## src/rtl/bus_arbiter_pkg.sv

```systemverilog
// Shared types and default constants for the bus_arbiter block.
// Optional hold limit is enabled by the BUS_ARB_TIMEOUT_EN macro.
package bus_arb_pkg;

  typedef enum logic [1:0] {
    StIdle,
    StGrant,
    StTurn
  } state_e;

  localparam int unsigned DefN       = 2;
  localparam int unsigned DefTurn    = 1;
  localparam int unsigned DefMaxHold = 8;

  // Index width that stays legal even for degenerate sizes.
  function automatic int unsigned id_width(input int unsigned n);
    return (n > 1) ? $clog2(n) : 1;
  endfunction

endpackage

```

## src/rtl/bus_arbiter_if.sv

```systemverilog
// Request/grant bundle between the bus users and the arbiter.
// master: arbiter side; slave: bus-user side.
interface bus_arbiter_if
  import bus_arb_pkg::*;
#(
  parameter int unsigned N = DefN
);

  logic [N-1:0]              req;
  logic [N-1:0]              gnt;
  logic [id_width(N)-1:0]    gnt_id;
  logic                      busy;
  logic                      timeout;

  modport master (
    input  req,
    output gnt,
    output gnt_id,
    output busy,
    output timeout
  );

  modport slave (
    output req,
    input  gnt,
    input  gnt_id,
    input  busy,
    input  timeout
  );

endinterface

```

## src/rtl/bus_arbiter_rr_pick.sv

```systemverilog
// Combinational round-robin picker: first set request after last_i,
// wrapping modulo N.
module rr_pick
  import bus_arb_pkg::*;
#(
  parameter int unsigned N = DefN
) (
  input  logic [N-1:0]           req_i,
  input  logic [id_width(N)-1:0] last_i,
  output logic                   valid_o,
  output logic [id_width(N)-1:0] idx_o,
  output logic [N-1:0]           onehot_o
);

  localparam int unsigned IdW = id_width(N);

  int unsigned cand;

  always_comb begin
    valid_o  = 1'b0;
    idx_o    = '0;
    onehot_o = '0;
    cand     = 0;
    for (int unsigned off = 1; off <= N; off++) begin
      cand = (32'(last_i) + off) % N;
      if (!valid_o && req_i[cand]) begin
        valid_o = 1'b1;
        idx_o   = cand[IdW-1:0];
      end
    end
    if (valid_o) begin
      onehot_o[idx_o] = 1'b1;
    end
  end

endmodule

```

## src/rtl/bus_arbiter.sv

```systemverilog
// Round-robin bus arbiter with a turnaround gap between owners.
// Define BUS_ARB_TIMEOUT_EN to bound ownership to MAX_HOLD cycles.
module bus_arbiter
  import bus_arb_pkg::*;
#(
  parameter int unsigned N        = DefN,
  parameter int unsigned TURN     = DefTurn,
  parameter int unsigned MAX_HOLD = DefMaxHold
) (
  input  logic          clk,
  input  logic          rst_n,
  bus_arbiter_if.master bus
);

  localparam int unsigned IdW   = id_width(N);
  localparam int unsigned TurnW = $clog2(TURN + 1);

  if (N < 2) begin : gen_bad_n
    $error("bus_arbiter: N must be at least 2");
  end
  if (TURN < 1) begin : gen_bad_turn
    $error("bus_arbiter: TURN must be at least 1");
  end
  if (MAX_HOLD < 1) begin : gen_bad_max_hold
    $error("bus_arbiter: MAX_HOLD must be at least 1");
  end

  state_e           state_q, state_d;
  logic [IdW-1:0]   last_q, last_d;
  logic [TurnW-1:0] turn_q, turn_d;
  logic [N-1:0]     gnt_q, gnt_d;
  logic [IdW-1:0]   gnt_id_q, gnt_id_d;
  logic             busy_q, busy_d;
  logic             timeout_q, timeout_d;
  logic             rel;

  logic             pick_valid;
  logic [IdW-1:0]   pick_idx;
  logic [N-1:0]     pick_onehot;

  rr_pick #(
    .N (N)
  ) u_rr_pick (
    .req_i    (bus.req),
    .last_i   (last_q),
    .valid_o  (pick_valid),
    .idx_o    (pick_idx),
    .onehot_o (pick_onehot)
  );

`ifdef BUS_ARB_TIMEOUT_EN
  localparam int unsigned HoldW = $clog2(MAX_HOLD + 1);

  logic [HoldW-1:0] hold_q, hold_d;

  always_ff @(posedge clk or negedge rst_n) begin
    if (!rst_n) begin
      hold_q <= '0;
    end else begin
      hold_q <= hold_d;
    end
  end
`endif

  always_comb begin
    state_d   = state_q;
    last_d    = last_q;
    turn_d    = turn_q;
    gnt_d     = '0;
    gnt_id_d  = '0;
    timeout_d = 1'b0;
    rel       = 1'b0;
`ifdef BUS_ARB_TIMEOUT_EN
    hold_d    = hold_q;
`endif

    unique case (state_q)
      StIdle: begin
        if (pick_valid) begin
          state_d = StGrant;
          last_d  = pick_idx;
`ifdef BUS_ARB_TIMEOUT_EN
          hold_d  = '0;
`endif
        end
      end

      StGrant: begin
        // last_q doubles as the current owner while in StGrant.
        rel = !bus.req[last_q];
`ifdef BUS_ARB_TIMEOUT_EN
        if (!rel && hold_q == HoldW'(MAX_HOLD - 1)) begin
          rel       = 1'b1;
          timeout_d = 1'b1;
        end else if (hold_q != HoldW'(MAX_HOLD - 1)) begin
          hold_d = hold_q + 1'b1;
        end
`endif
        if (rel) begin
          state_d = StTurn;
          turn_d  = TurnW'(TURN - 1);
        end
      end

      StTurn: begin
        if (turn_q == '0) begin
          if (pick_valid) begin
            state_d = StGrant;
            last_d  = pick_idx;
`ifdef BUS_ARB_TIMEOUT_EN
            hold_d  = '0;
`endif
          end else begin
            state_d = StIdle;
          end
        end else begin
          turn_d = turn_q - 1'b1;
        end
      end

      default: state_d = StIdle;
    endcase

    if (state_d == StGrant) begin
      gnt_d[last_d] = 1'b1;
      gnt_id_d      = last_d;
    end
    busy_d = |gnt_d;
  end

  always_ff @(posedge clk or negedge rst_n) begin
    if (!rst_n) begin
      state_q   <= StIdle;
      last_q    <= IdW'(N - 1);
      turn_q    <= '0;
      gnt_q     <= '0;
      gnt_id_q  <= '0;
      busy_q    <= 1'b0;
      timeout_q <= 1'b0;
    end else begin
      state_q   <= state_d;
      last_q    <= last_d;
      turn_q    <= turn_d;
      gnt_q     <= gnt_d;
      gnt_id_q  <= gnt_id_d;
      busy_q    <= busy_d;
      timeout_q <= timeout_d;
    end
  end

  assign bus.gnt     = gnt_q;
  assign bus.gnt_id  = gnt_id_q;
  assign bus.busy    = busy_q;
  assign bus.timeout = timeout_q;

endmodule

```

## src/flat_wrapper.sv

```systemverilog
// flat-port wrapper written by rule: the top's interface ports become plain ports
module bus_arbiter_flat import bus_arb_pkg::*;
#(
  parameter int unsigned N        = DefN,
  parameter int unsigned TURN     = DefTurn,
  parameter int unsigned MAX_HOLD = DefMaxHold
)
  (clk, rst_n, bus_req, bus_gnt, bus_gnt_id, bus_busy, bus_timeout);
  bus_arbiter_if #(.N(N)) bus_i ();
  input  logic clk;
  input  logic rst_n;
  input wire logic [$bits(bus_i.req)-1:0] bus_req;
  output wire logic [$bits(bus_i.gnt)-1:0] bus_gnt;
  output wire logic [$bits(bus_i.gnt_id)-1:0] bus_gnt_id;
  output wire logic [$bits(bus_i.busy)-1:0] bus_busy;
  output wire logic [$bits(bus_i.timeout)-1:0] bus_timeout;
  assign bus_i.req = bus_req;
  assign bus_gnt = bus_i.gnt;
  assign bus_gnt_id = bus_i.gnt_id;
  assign bus_busy = bus_i.busy;
  assign bus_timeout = bus_i.timeout;
  bus_arbiter #(.N(N), .TURN(TURN), .MAX_HOLD(MAX_HOLD)) u_core (.clk(clk), .rst_n(rst_n), .bus(bus_i));
endmodule
```

## config.mk

```make
export PLATFORM = sky130hd
export DESIGN_NAME = bus_arbiter_flat
export DESIGN_NICKNAME = d
export VERILOG_FILES = /design/src/rtl/bus_arbiter_pkg.sv /design/src/rtl/bus_arbiter_if.sv /design/src/rtl/bus_arbiter_rr_pick.sv /design/src/rtl/bus_arbiter.sv /design/src/flat_wrapper.sv
export SDC_FILE = /design/constraint.sdc
export NUM_CORES = 1
export LEC_CHECK = 0
export CAP_MARGIN = 10
export CORE_AREA = 2 2 39 41
export DETAILED_ROUTE_END_ITERATION = 10
export DIE_AREA = 0 0 41 43
export PLACE_DENSITY = 0.4
export RECOVER_POWER = 25
export SETUP_SLACK_MARGIN = 0.05
export SYNTH_ARGS = -nofsm -noshare
export SYNTH_HDL_FRONTEND = slang
export SYNTH_SLANG_ARGS = --single-unit
```

## constraint.sdc

```tcl
create_clock -name clk -period 1 [get_ports clk]
set_input_delay 0.2 -clock clk [delete_from_list [all_inputs] [get_ports clk]]
set_output_delay 0.2 -clock clk [all_outputs]
set_load 0.01 [all_outputs]
```

==> flow_summary.toml, run 1 <==
[cells_and_area]
diodes = 0
area_delta_synth_final_pct = 42.79
final_area_um2 = 371.6
nNetsFinal = 41
drive_gt1_share_pct = 38.89
instances_no_fill = 52
fin_util_pct = 26.85
fillers = 147

[route]
avgRoutedWirePerCell_um = 9.769
finalWirelength_um = 508
drc = 0
dr.first_iter.drc_count = 1
drtPass1Iterations = 2
drtAntennaViolNets = 0
vias_per_cell = 4.115
vias = 214

[sta]
setup_violations = 5
finalHoldViolCount = 0
fin_crit_ns = 1.029
slew_violations = 0
layout_setup_ws_ns = -0.02851
rsz0062_at_grt = "yes"
fmax_mhz = 972.3
fin_crit_sh_pct = 102.9
whs_ns = 0.2613
finalClockSkew_ns = 0.008297

[logic_synthesis]
synth-edff-count = 0
avgSynthCellArea_um2 = 10.41
syn_nets = 29
synthesis.area_um2 = 260.3
synth_seq_cells = 6
yosysTopAreaCell = "dfrtp_1"
ys_top_cells_by_count = "5 x dfrtp_1, 3 x a21oi_1, 3 x nor2_1"
yosysWarnings = 0
synthCells = 25
ys_seq_area_share_pct = 58.17
synth_ff_type = "dfrtp_1"
synth.distinct_cells = 13
synthArstFlopShare_pct = 100.0
synth_area_leaders = "dfrtp_1 48%, dfstp_2 10%, a21oi_1 5.8%"
synth_top_area_share_pct = 48.08
yosysMostFrequentCell = "dfrtp_1"

[cts]
root_buffer = "clkbuf_4"
postCtsHoldBufs = 0
h-tree-depth = 1
cts-buffers-inserted = 3
path_clk_slew_ns = 0.05
cts_sinks = 6
cts_buffer_depth = 2
clk_latency_ns = 0.25
tritoncts = "yes"

[grt]
grt-ovfl-total = 0
grt_usage_pct = 8.612
grt_pass1_wl_um = 890
grt_antenna_before_repair = 0
first_global_vias = 210
grt_max_degree = 7

[pwr]
power_mw = 1.164
ir_drop_mv = 0.8971
p_per_area_nw_per_um2 = 3133
p_leak_nw = 0.1702

[placed_design]
place_inst = 47
dp_hpwl_um = 380.6
globalplace.congestion = 0.7642
port_buffers = 7
placed_area_um2 = 342.8

[min_path]
min_path_type = "in2async"

[setup_path]
endpoint_kind = "flop"
critPathLaunchType = "flop"
cp_max_fo = 3
worstPathArrival_ns = 1.21
worstSetupPathType = "reg2reg"
crit_required_ns = 1.18

[floorplan]
core-area_um2 = 1384
num_io_pins = 9
die_h_um = 43
initial_utilization_pct = 18.81
fp.dieArea_um2 = 1763
rows = 14
die_width_um = 41

[job]
drv_cap = 0

[outcome]
violations = "setup timing"
outcome = "finished with violations"
final timing paths:
check	slack [ns]	cells after the start	start	end
setup / recovery	-0.03	2	u_core.last_q	u_core.state_q[1]
setup reg to reg	-0.03	2	u_core.last_q	u_core.state_q[1]
min in group clk	0.49	1	u_core.state_q[1]	u_core.state_q[0]
hold reg to reg	0.49	1	u_core.state_q[1]	u_core.state_q[0]
max in group asynchronous	0.46	1	rst_n	u_core.last_q
hold / removal	0.26	1	rst_n	u_core.bus.busy
stage by stage:
stage                      TNS, ns  setup WS, ns
after floorplan           -0.01156     -0.005780
after global placement     -0.9432       -0.1662
after detailed placement    -1.005       -0.1741
after CTS                  -0.1774      -0.05053
after global routing       -0.3429      -0.08606
final                      -0.1097      -0.02851
state kept, by name (all words and copies together), names as in the netlist:
signal             cells
u_core.bus.gnt_id      1
u_core.state_q         2
u_core.last_q          1
u_core.bus.gnt         1
u_core.bus.busy        1
placed cells by master, fill, tap and decap left out:
cell	count
a31oi_1	1
dfrtp_2	1
clkbuf_4	3
inv_1	1
dlygate4sd3_1	1
dfrtp_1	4
dfstp_2	1
a21oi_1	2
buf_2	3
clkdlybuf4s50_1	2
o22ai_1	2
nor2_1	3
nor2b_1	1
nand2b_1	1
buf_6	1
buf_4	2
a21oi_2	1
o21a_1	2
conb_1	1
mux2i_2	1
clkbuf_1	1
inv_2	1
layer usage:
layer  vias up  global-route usage, %  wire length, um
met5         -                      0                0
li1        103                      -                -
met3         2                  3.141               38
met1       100                  9.603              217
met2         9                  10.00              234
met4         0                  12.00               17
layout make-up:
class / instances / area, um^2 / share of cell area, %
flip-flops and latches: 6 / 152.6 / 41.08
multi-input cells: 15 / 93.84 / 25.25
repair buffers: 9 / 71.32 / 19.19
clock buffers: 4 / 26.28 / 7.071
well taps: 16 / 20.02 / 5.387
inverters: 2 / 7.507 / 2.020
power by group:
| part | internal [mW] | switching, mW |
|---|---|---|
| logic | 0.243 | 0.211 |
| clock network | 0.151 | 0.0931 |
| registers | 0.375 | 0.0904 |
cell families after synthesis:
logic type      share of synthesized area (%)
compound gates                          18.75
buf+inv                                 8.653
flops                                   58.17
mux                                     3.846
other cells                             1.441
simple gates                            9.137
timing repair:
item	CTS	global route
endpoints found under the setup margin	8	10
pin swaps	0	1
buffers inserted	0	1
resized for setup	17	4
worst max-delay path: stages, from the launching register on:
cell and delay (ns):
dfstp_2 0.56, mux2i_2 0.25, nor2b_1 0.16
No activity file was read; power rests on OpenSTA's default activity.
==> inputs of run 2 (changes only) <==
- SLEW_MARGIN: unset -> 25
==> results of run 2 <==
No change in the layout: final DEF, timing and power equal those of run 1.
==> inputs of run 3 (changes only) <==
- CAP_MARGIN: 10 -> 20
==> results of run 3 <==
No change in the layout: final DEF, timing and power equal those of run 1.
